==> src/rtl/stack_seq_pkg.sv <==
// Shared definitions for the stack command sequencer: opcodes, error codes, FSM states.
// Latency: none (definitions only).
// Backpressure: not applicable.
package stack_seq_pkg;

    localparam logic [2:0] OP_NOP   = 3'd0;
    localparam logic [2:0] OP_PUSH  = 3'd1;
    localparam logic [2:0] OP_POP   = 3'd2;
    localparam logic [2:0] OP_DUP   = 3'd3;
    localparam logic [2:0] OP_SWAP  = 3'd4;
    localparam logic [2:0] OP_ADD   = 3'd5;
    localparam logic [2:0] OP_SUB   = 3'd6;
    localparam logic [2:0] OP_CLEAR = 3'd7;

    localparam logic [1:0] ERR_NONE  = 2'd0;
    localparam logic [1:0] ERR_UNDER = 2'd1;
    localparam logic [1:0] ERR_OVER  = 2'd2;
    localparam logic [1:0] ERR_FAULT = 2'd3;

    typedef enum logic [1:0] {
        S_INIT  = 2'd0,
        S_IDLE  = 2'd1,
        S_ISSUE = 2'd2,
        S_DONE  = 2'd3
    } state_t;

    // Index of the final strobe for fixed-length sequences (CLEAR uses its own counter).
    function automatic logic [1:0] last_step(input logic [2:0] op);
        logic [1:0] s;
        s = 2'd0;
        case (op)
            OP_ADD, OP_SUB: s = 2'd2;
            OP_SWAP:        s = 2'd3;
            default:        s = 2'd0;
        endcase
        return s;
    endfunction

endpackage

==> src/rtl/stack_seq_alu.sv <==
// Add/subtract of the latched stack operands (a = top-minus-one, b = top), modulo 2^DW.
// Latency: combinational.
// Backpressure: none; STACK_SEQ_FLAGS_EN adds zero and carry/borrow outputs.
module stack_seq_alu
    import stack_seq_pkg::*;
#(
    parameter int DW = 8
) (
    input  logic [DW-1:0] a_i,
    input  logic [DW-1:0] b_i,
    input  logic          sub_i,
    output logic [DW-1:0] y_o
`ifdef STACK_SEQ_FLAGS_EN
    ,
    output logic          z_o,
    output logic          c_o
`endif
);

`ifdef STACK_SEQ_FLAGS_EN
    logic [DW:0] sum;

    // One extra bit: carry out for ADD, borrow (a < b) for SUB.
    always_comb begin
        sum = sub_i ? ({1'b0, a_i} - {1'b0, b_i}) : ({1'b0, a_i} + {1'b0, b_i});
        y_o = sum[DW-1:0];
        z_o = (sum[DW-1:0] == '0);
        c_o = sum[DW];
    end
`else
    // Plain wrap-around arithmetic.
    always_comb begin
        y_o = sub_i ? (a_i - b_i) : (a_i + b_i);
    end
`endif

endmodule

==> src/rtl/stack_seq.sv <==
// Stack command sequencer: splits one command into single-cycle push/pop strobes, tracks depth.
// Latency: NOP/refused 1, PUSH/POP/DUP 2, ADD/SUB 4, SWAP 5, CLEAR depth+1 cycles to done.
// Backpressure: cmd_ready only in IDLE; optional STACK_SEQ_FLAGS_EN adds flag_z/flag_c.
module stack_seq
    import stack_seq_pkg::*;
#(
    parameter int DEPTH = 32,
    parameter int DW    = 8
) (
    input  logic          clk,
    input  logic          reset,
    input  logic          cmd_valid,
    output logic          cmd_ready,
    input  logic [2:0]    cmd_op,
    input  logic [DW-1:0] cmd_imm,
    output logic          done,
    output logic          err,
    output logic [1:0]    err_code,
    output logic [DW-1:0] result,
    output logic [5:0]    depth,
    output logic          stack_en,
    output logic          stack_rst,
    output logic          stack_op,
    output logic          stack_op_en,
    output logic [DW-1:0] stack_din,
    input  logic          stack_overflow,
    input  logic          stack_underflow,
    input  logic [DW-1:0] stack_top,
    input  logic [DW-1:0] stack_top_mo
`ifdef STACK_SEQ_FLAGS_EN
    ,
    output logic          flag_z,
    output logic          flag_c
`endif
);

    localparam logic [5:0] DEPTH_W = 6'(DEPTH);

    state_t        state_q, state_d;
    logic [2:0]    op_q, op_d;
    logic [DW-1:0] imm_q, imm_d;
    logic [DW-1:0] top_q, top_d;
    logic [DW-1:0] tmo_q, tmo_d;
    logic [1:0]    step_q, step_d;
    logic [5:0]    clr_q, clr_d;
    logic [5:0]    depth_q, depth_d;
    logic [DW-1:0] result_q, result_d;
    logic          err_q, err_d;
    logic [1:0]    code_q, code_d;

    logic [DW-1:0] alu_y;
    logic          fault;
    logic          last;
    logic          need1, need2, need_room;

`ifdef STACK_SEQ_FLAGS_EN
    logic alu_z, alu_c;
    logic flag_z_q, flag_z_d;
    logic flag_c_q, flag_c_d;
`endif

    stack_seq_alu #(.DW(DW)) u_alu (
        .a_i   (tmo_q),
        .b_i   (top_q),
        .sub_i (op_q == OP_SUB),
        .y_o   (alu_y)
`ifdef STACK_SEQ_FLAGS_EN
        ,
        .z_o   (alu_z),
        .c_o   (alu_c)
`endif
    );

    assign fault = stack_overflow | stack_underflow;

    // State and datapath registers; reset drops any in-flight command.
    always_ff @(posedge clk or posedge reset) begin
        if (reset) begin
            state_q  <= S_INIT;
            op_q     <= OP_NOP;
            imm_q    <= '0;
            top_q    <= '0;
            tmo_q    <= '0;
            step_q   <= 2'd0;
            clr_q    <= 6'd0;
            depth_q  <= 6'd0;
            result_q <= '0;
            err_q    <= 1'b0;
            code_q   <= ERR_NONE;
        end else begin
            state_q  <= state_d;
            op_q     <= op_d;
            imm_q    <= imm_d;
            top_q    <= top_d;
            tmo_q    <= tmo_d;
            step_q   <= step_d;
            clr_q    <= clr_d;
            depth_q  <= depth_d;
            result_q <= result_d;
            err_q    <= err_d;
            code_q   <= code_d;
        end
    end

    // Next-state, legality check at acceptance, and per-step stack strobes.
    always_comb begin
        state_d     = state_q;
        op_d        = op_q;
        imm_d       = imm_q;
        top_d       = top_q;
        tmo_d       = tmo_q;
        step_d      = step_q;
        clr_d       = clr_q;
        depth_d     = depth_q;
        result_d    = result_q;
        err_d       = err_q;
        code_d      = code_q;
        stack_op_en = 1'b0;
        stack_op    = 1'b0;
        stack_din   = '0;
        last        = 1'b0;
        need1       = (cmd_op == OP_POP) || (cmd_op == OP_DUP);
        need2       = (cmd_op == OP_SWAP) || (cmd_op == OP_ADD) || (cmd_op == OP_SUB);
        need_room   = (cmd_op == OP_PUSH) || (cmd_op == OP_DUP);

        case (state_q)
            S_INIT: begin
                state_d = S_IDLE;
            end
            S_IDLE: begin
                if (cmd_valid) begin
                    op_d   = cmd_op;
                    imm_d  = cmd_imm;
                    top_d  = stack_top;
                    tmo_d  = stack_top_mo;
                    step_d = 2'd0;
                    clr_d  = depth_q;
                    err_d  = 1'b0;
                    code_d = ERR_NONE;
                    if ((need1 && depth_q == 6'd0) || (need2 && depth_q < 6'd2)) begin
                        state_d = S_DONE;
                        err_d   = 1'b1;
                        code_d  = ERR_UNDER;
                    end else if (need_room && depth_q >= DEPTH_W) begin
                        state_d = S_DONE;
                        err_d   = 1'b1;
                        code_d  = ERR_OVER;
                    end else if (cmd_op == OP_NOP || (cmd_op == OP_CLEAR && depth_q == 6'd0)) begin
                        state_d = S_DONE;
                    end else begin
                        state_d = S_ISSUE;
                    end
                end
            end
            S_ISSUE: begin
                if (fault) begin
                    // Abort without a strobe; tracked depth is left as is.
                    state_d = S_DONE;
                    err_d   = 1'b1;
                    code_d  = ERR_FAULT;
                end else begin
                    stack_op_en = 1'b1;
                    case (op_q)
                        OP_PUSH: begin stack_op = 1'b1; stack_din = imm_q; end
                        OP_POP:  stack_op = 1'b0;
                        OP_DUP:  begin stack_op = 1'b1; stack_din = top_q; end
                        OP_SWAP: begin
                            stack_op  = step_q[1];
                            stack_din = (step_q == 2'd2) ? top_q : tmo_q;
                        end
                        OP_ADD, OP_SUB: begin
                            stack_op  = (step_q == 2'd2);
                            stack_din = alu_y;
                        end
                        OP_CLEAR: stack_op = 1'b0;
                        default:  stack_op_en = 1'b0;
                    endcase
                    if (stack_op_en) begin
                        depth_d = stack_op ? (depth_q + 6'd1) : (depth_q - 6'd1);
                    end
                    step_d = step_q + 2'd1;
                    clr_d  = clr_q - 6'd1;
                    last   = (op_q == OP_CLEAR) ? (clr_q == 6'd1) : (step_q == last_step(op_q));
                    if (last) begin
                        state_d = S_DONE;
                        if (op_q == OP_POP) begin
                            result_d = top_q;
                        end else if (op_q == OP_ADD || op_q == OP_SUB) begin
                            result_d = alu_y;
                        end
                    end
                end
            end
            S_DONE: begin
                state_d = S_IDLE;
                err_d   = 1'b0;
                code_d  = ERR_NONE;
            end
            default: state_d = S_INIT;
        endcase
    end

`ifdef STACK_SEQ_FLAGS_EN
    // Flags follow a successful ADD/SUB; every other completion clears them.
    always_comb begin
        flag_z_d = flag_z_q;
        flag_c_d = flag_c_q;
        if (state_q != S_DONE && state_d == S_DONE) begin
            if (state_q == S_ISSUE && !fault && (op_q == OP_ADD || op_q == OP_SUB)) begin
                flag_z_d = alu_z;
                flag_c_d = alu_c;
            end else begin
                flag_z_d = 1'b0;
                flag_c_d = 1'b0;
            end
        end
    end

    // Flag registers.
    always_ff @(posedge clk or posedge reset) begin
        if (reset) begin
            flag_z_q <= 1'b0;
            flag_c_q <= 1'b0;
        end else begin
            flag_z_q <= flag_z_d;
            flag_c_q <= flag_c_d;
        end
    end

    assign flag_z = flag_z_q;
    assign flag_c = flag_c_q;
`endif

    assign cmd_ready = (state_q == S_IDLE);
    assign done      = (state_q == S_DONE);
    assign err       = err_q;
    assign err_code  = code_q;
    assign result    = result_q;
    assign depth     = depth_q;
    assign stack_en  = 1'b1;
    assign stack_rst = (state_q == S_INIT);

endmodule

==> config.mk <==
export PLATFORM = sky130hd
export DESIGN_NAME = stack_seq
export DESIGN_NICKNAME = d
export VERILOG_FILES = /design/src/rtl/stack_seq_pkg.sv /design/src/rtl/stack_seq_alu.sv /design/src/rtl/stack_seq.sv
export SDC_FILE = /design/constraint.sdc
export NUM_CORES = 1
export LEC_CHECK = 0
export BUFFER_PORTS_ARGS = -buffer_cell sky130_fd_sc_hd__buf_4
export CORE_MARGIN = 2
export CORE_UTILIZATION = 55
export CTS_CLUSTER_DIAMETER = 150
export CTS_CLUSTER_SIZE = 25
export DETAILED_ROUTE_END_ITERATION = 6
export MAX_ROUTING_LAYER = met4
export PLACE_DENSITY = 0.8
export SYNTH_ARGS = -nofsm -noshare
export SYNTH_HDL_FRONTEND = slang
export SYNTH_SLANG_ARGS = --single-unit
==> constraint.sdc <==
create_clock -name clk -period 8.03 [get_ports clk]
set_input_delay 0.803 -clock clk [delete_from_list [all_inputs] [get_ports clk]]
set_output_delay 0.803 -clock clk [all_outputs]
set_load 0.05 [all_outputs]
==> flow_metrics.env, run 1 <==
export IMPL_outcome="completed"
export IMPL_fp_dieH_um=84.0
export IMPL_synth_area_sq_um=3520
export IMPL_cp_top_family="flip-flops"
export IMPL_post_cts_buffers=0
export IMPL_drv_cap=0
export IMPL_critPathRequiredTime_ns=7.23
export IMPL_hold_path_class="flop to flop"
export IMPL_rsz0062_at_grt="false"
export IMPL_drc=0
export IMPL_timing_rr_start="op_q[1]"
export IMPL_fmax_mhz=235
export IMPL_num_antenna_cells=0
export IMPL_worst_slack_ns=3.78
export IMPL_tightestPinTransition_ns=1.13
export IMPL_grt_ovfl_total=0
export IMPL_rr_worst_depth=10
export IMPL_cts_resized=0
export IMPL_holdPathEnd="result[1]"
export IMPL_antenna_found_initial=0
export IMPL_finalHoldViolCount=0
export IMPL_clk_insertion_delay_late_ns=0.32
export IMPL_cp_common_cell="o21a_1"
export IMPL_synth_area_leaders="dfrtp_1 38%, mux2_2 11%, ha_1 7.1%"
export IMPL_async_reset_ff_share_pct=100
export IMPL_placed_area_sq_um=3970
export IMPL_dr_pass1_iters=4
export IMPL_place_ws_ns=4.18
export IMPL_place_congestion=0.939
export IMPL_path_cells="and3b_1 > mux2_2 > fa_1 > nor2b_1 > o21a_1 > o21a_1 > o211ai_1 > a221oi_1 > nor2_1 > buf_4"
export IMPL_final_nets=464
export IMPL_grt_pass1_wl_mm=13.6
export IMPL_start_util_pct=56.1
export IMPL_critPathSlowestCell="dfrtp_1"
export IMPL_wl_mm=8.13
export IMPL_die_area_sq_um=7060
export IMPL_fill_cells=536
export IMPL_core_area_sq_um=6280
export IMPL_synth_top_area_share_pct=38.4
export IMPL_cts_buffers=5
export IMPL_rr_endpoint="depth[5]"
export IMPL_end_kind="output port"
export IMPL_cts_sinks=54
export IMPL_yosysTopAreaCell="dfrtp_1"
export IMPL_ff2ff_setup_slack_ns=4.85
export IMPL_wire_per_inst_um=16.7
export IMPL_grt_use_total_pct=24.6
export IMPL_num_rows=29
export IMPL_ant_nets=0
export IMPL_clk_path_buf_depth=2
export IMPL_yosysSeqAreaShare_pct=38.4
export IMPL_critical_path_buf_inv_count=1
export IMPL_path_max_fanout=21
export IMPL_syn_avg_cell_area_sq_um=9.78
export IMPL_via_per_inst=5.87
export IMPL_drtIter0Drc=145
export IMPL_start_kind="flop"
export IMPL_layout_worst_path_cycle_share_pct=52.9
export IMPL_slew_headroom_pct=24.6
export IMPL_worstSetupPathType="flop to output port"
export IMPL_io_buffers=61
export IMPL_grt_pass1_vias=2743
export IMPL_hpwl_mm=6.09
export IMPL_clkTransAtPathRegs_ns=0.10
export IMPL_vias=2863
export IMPL_fin_crit_ns=4.25
export IMPL_drive_gt1_share_pct=28.2
export IMPL_grt_start_max_net_pins=55
export IMPL_skew_ns=0.00442
export IMPL_ctsHoldBuffers=0
export IMPL_synth_common_cells="54 x dfrtp_1, 35 x mux2_2, 31 x nor2_1"
export IMPL_slew_violations=0
export IMPL_yosysMostFrequentCell="dfrtp_1"
export IMPL_setup_viol=0
export IMPL_root_buffer="clkbuf_8"
export IMPL_stdcell_area_sq_um=4080
export IMPL_syn_num_nets=414
export IMPL_cp_slowest_stage_delay_ns=0.78
export IMPL_ios=63
export IMPL_min_path_cells=1
export IMPL_cts_tree="built"
export IMPL_area_growth_pct=15.9
export IMPL_worst_hold_startpoint="result[1]"
export IMPL_die_width_um=84.0
export IMPL_synth_enable_flop_cells=0
export IMPL_synth_distinct_cells=57
export IMPL_syn_inst=360
export IMPL_setup_tns_ns=0
export IMPL_cp_arrival_ns=3.44
export IMPL_cts_htree_levels=2
export IMPL_yosysWarnings=0
export IMPL_ys_ff_latch=54
export IMPL_synthFlopType="dfrtp_1"
[layout by cell type, fill, tap and decap left out, types with 2 or more instances in the layout]
master / netlist / final
o22a_1: 2 / 2
o21a_1: 4 / 4
a21o_1: 4 / 4
clkinvlp_4: 0 / 2
o21ai_0: 19 / 19
o2111ai_1: 2 / 2
nand2_1: 20 / 20
a31oi_1: 3 / 3
buf_4: 4 / 61
dfrtp_1: 54 / 54
nand3_1: 6 / 6
nand3b_1: 4 / 4
a32oi_1: 3 / 3
o22ai_1: 4 / 4
nand4_1: 2 / 2
nor2b_1: 6 / 6
clkbuf_8: 0 / 5
inv_1: 17 / 16
nor2_1: 31 / 31
o221ai_1: 2 / 2
a221oi_1: 5 / 5
fa_1: 2 / 2
mux2_2: 35 / 35
mux2i_1: 7 / 7
o31ai_1: 3 / 3
xor2_1: 5 / 5
or3_4: 2 / 2
a211oi_1: 2 / 2
xnor2_1: 12 / 12
nor3b_1: 4 / 4
ha_1: 20 / 20
and3_1: 2 / 2
nor3_1: 9 / 9
a21oi_1: 29 / 29
[flip-flops by register name, summed over array words and instances, names as in the netlist]
register and flops:
err_code 2, clr_q 6, op_q 3, step_q 2
imm_q 8, state_q 2, top_q 8, depth 6
tmo_q 8, err 1, result 8
[how the worst max path moves through the flow]
stage | startpoint | end | cells after the start
CTS | op_q[1] | stack_din[6] | 10
global route | op_q[2] | stack_din[6] | 10
floorplan | op_q[0] | stack_din[6] | 11
finish | op_q[1] | stack_din[6] | 10
detailed placement | op_q[1] | stack_din[6] | 10
global placement | op_q[1] | stack_din[7] | 11
[layer usage]
layer,share of wire [%],global-route usage [%],vias to the layer above
met1,46,33.8,1375
met4,1.8,7.33,0
met3,4.6,2.77,15
met2,47,38.9,87
li1,-,-,1386
met5,0,-,-
[cells by family (layout without fill, tap and decap cells)]
family	Yosys count	in the layout	share of synthesized area, %
AOI/OAI and AO/OA	90	90	16.3
xor gates and xnor gates	17	17	4.23
adders and majority gates	22	22	8.24
buffers and inverters	36	87	5.08
DFF	54	54	38.4
muxes	42	42	13.2
other	1	1	0.107
and+or+nand+nor	98	98	14.5
[metrics by stage]
stage	utilization, %	hold WS [ns]	std cells
floorplan	-	0.473	360
global placement	63.2	0.494	480
detailed placement	63.2	0.498	480
CTS	65.0	0.520	488
global route	65.0	0.552	488
finish	65.0	0.520	488
[cell type report]
class	instances	area [sq um]	share of cell area, %
clock buffer	5	68.8	1.69
clock inverter	3	45.0	1.10
inverter	18	70.1	1.72
multi-input combinational	270	1990	48.8
sequential	54	1350	33.1
tap	77	96.3	2.36
timing repair buffer	61	458	11.2
Power of run 1 is not shown: default switching activity piles up to over one toggle a cycle in this logic, so the estimate is an artifact.
==> run 2, diff against run 1 <==
==> constraint.sdc (replaced) <==
create_clock -name clk -period 4.05 [get_ports clk]
set_input_delay 0.405 -clock clk [delete_from_list [all_inputs] [get_ports clk]]
set_output_delay 0.405 -clock clk [all_outputs]
set_load 0.05 [all_outputs]
==> run 2 against run 1 <==
  * Setup slack got worse by 3.4 ns
  * Utilization about the same
  * Final cell count rose by 0.61%
  * Final area hardly changed
  * First-iteration DRC count is 25% lower
  * Global-route usage shrank 0.53 points
  * Critical path depth unchanged
  * Register-to-register slack worse by 3.9 ns
  * Via count is 1.1% lower
  * Die area is the same
  * Routed wire length decreased by 1.2%
  * Clock skew about the same
  * Critical endpoint unchanged
==> flow_metrics.env, run 2 (synthesized netlist as in run 1, its figures left out) <==
export IMPL_drc=0
export IMPL_cp_common_cell="o21a_1"
export IMPL_drive_gt1_share_pct=28.7
export IMPL_die_width_um=84.0
export IMPL_layout_commonest_cell="buf_4"
export IMPL_drv_cap=0
export IMPL_critPathRequiredTime_ns=3.64
export IMPL_cts_htree_levels=2
export IMPL_via_per_inst=5.77
export IMPL_cp_arrival_ns=3.30
export IMPL_ant_nets=0
export IMPL_grt_start_max_net_pins=55
export IMPL_vias=2831
export IMPL_fin_crit_ns=3.70
export IMPL_cts_resized=0
export IMPL_hold_path_class="input pin to asynchronous set/reset pin"
export IMPL_io_buffers=61
export IMPL_start_kind="flop"
export IMPL_critPathSlowestCell="dfrtp_1"
export IMPL_ios=63
export IMPL_root_buffer="clkbuf_8"
export IMPL_ctsHoldBuffers=0
export IMPL_path_cells="and3b_1 > mux2_2 > fa_1 > nor2b_1 > o21a_1 > o21a_1 > o211ai_1 > a221oi_1 > nor2_1 > buf_4"
export IMPL_post_cts_buffers=0
export IMPL_end_kind="output port"
export IMPL_setup_viol=0
export IMPL_fmax_mhz=270
export IMPL_num_antenna_cells=0
export IMPL_clk_path_buf_depth=2
export IMPL_grt_pass1_wl_mm=13.4
export IMPL_cp_depth=10
export IMPL_skew_ns=0.00443
export IMPL_cp_top_family="compound AO/OA/AOI/OAI gates"
export IMPL_wl_mm=8.03
export IMPL_critical_path_buf_inv_count=1
export IMPL_area_growth_pct=16.0
export IMPL_finalHoldViolCount=0
export IMPL_grt_pass1_vias=2682
export IMPL_cts_sinks=54
export IMPL_tightestPinTransition_ns=1.17
export IMPL_layout_worst_path_cycle_share_pct=91.5
export IMPL_fp_dieH_um=84.0
export IMPL_start_util_pct=56.1
export IMPL_clkTransAtPathRegs_ns=0.10
export IMPL_hpwl_mm=6.08
export IMPL_setup_tns_ns=0
export IMPL_mostFrequentLayoutCells="64 x buf_4, 54 x dfrtp_1, 35 x mux2_2, 31 x nor2_1, 29 x a21oi_1"
export IMPL_final_nets=467
export IMPL_die_area_sq_um=7060
export IMPL_grt_use_total_pct=24.1
export IMPL_rsz0062_at_grt="false"
export IMPL_path_max_fanout=18
export IMPL_slew_headroom_pct=22.1
export IMPL_cts_tree="built"
export IMPL_cp_slowest_stage_delay_ns=0.57
export IMPL_dr_pass1_iters=4
export IMPL_outcome="completed"
export IMPL_core_area_sq_um=6280
export IMPL_rr_worst_depth=12
export IMPL_clk_insertion_delay_late_ns=0.31
export IMPL_place_congestion=0.916
export IMPL_slew_violations=0
export IMPL_cts_buffers=5
export IMPL_drtIter0Drc=109
export IMPL_antenna_found_initial=0
export IMPL_worstSetupPathType="flop to output port"
export IMPL_wire_per_inst_um=16.4
export IMPL_grt_ovfl_total=0
export IMPL_num_rows=29
## run 2: cell count changes in the layout (fill, tap and decap cells not counted)
cell        previous run  this run
buf_4                 61        64
bufinv_16              1         0
clkinv_4               0         1
clkinvlp_4             2         1
inv_6                  0         1
## run 2: path summary, 6_finish.rpt
| kind | slack (ns) | from | to |
|---|---|---|---|
| max in group asynchronous | 3.35 | reset | depth[2] |
| setup / recovery | 0.35 | op_q[0] | stack_din[6] |
| hold / removal | 0.27 | reset | tmo_q[1] |
| setup reg to reg | 0.96 | step_q[0] | depth[5] |
| min in group clk | 0.31 | stack_top[4] | top_q[4] |
| hold reg to reg | 0.51 | imm_q[7] | imm_q[7] |
## run 2: worst register-to-register path, cell delays in order (launching register included)
cell	delay, ns
dfrtp_1	0.44
inv_1	0.07
ha_1	0.29
mux2i_1	0.17
nor3b_1	0.07
a21oi_1	0.60
ha_1	0.38
a211oi_1	0.30
o21bai_1	0.12
a21oi_1	0.18
xnor2_1	0.13
nand2_1	0.08
xnor2_1	0.14
## run 2: layout make-up
class / count / area (sq um)
Multi-Input combinational cell: 270 / 1990
Tap cell: 77 / 96.3
Clock inverter: 3 / 25.0
Inverter: 18 / 70.1
Sequential cell: 54 / 1350
Clock buffer: 5 / 68.8
Fill cell: 540 / 2190
Timing Repair Buffer: 64 / 480
## run 2: metal layers
metal / global-route usage, % / share of wire [%]
met3: 3.56 / 3.3
met2: 37.8 / 48
met4: 5.57 / 1.4
met1: 33.4 / 47
met5: - / 0
## run 2: metrics by stage
stage | hold slack, ns | instances | util (%) | setup slack [ns] | area (sq um)
final | 0.268 | 491 | 65.0 | 0.345 | 4080
after floorplan | 0.473 | 360 | - | 0.842 | 3520
after detailed placement | 0.494 | 483 | 63.5 | 0.686 | 3990
after CTS | 0.293 | 491 | 65.0 | 0.324 | 4080
after global placement | 0.492 | 483 | 63.5 | 0.796 | 3990
after global routing | 0.304 | 491 | 65.0 | 0.115 | 4080
Power of run 2 is left out for the same reason.
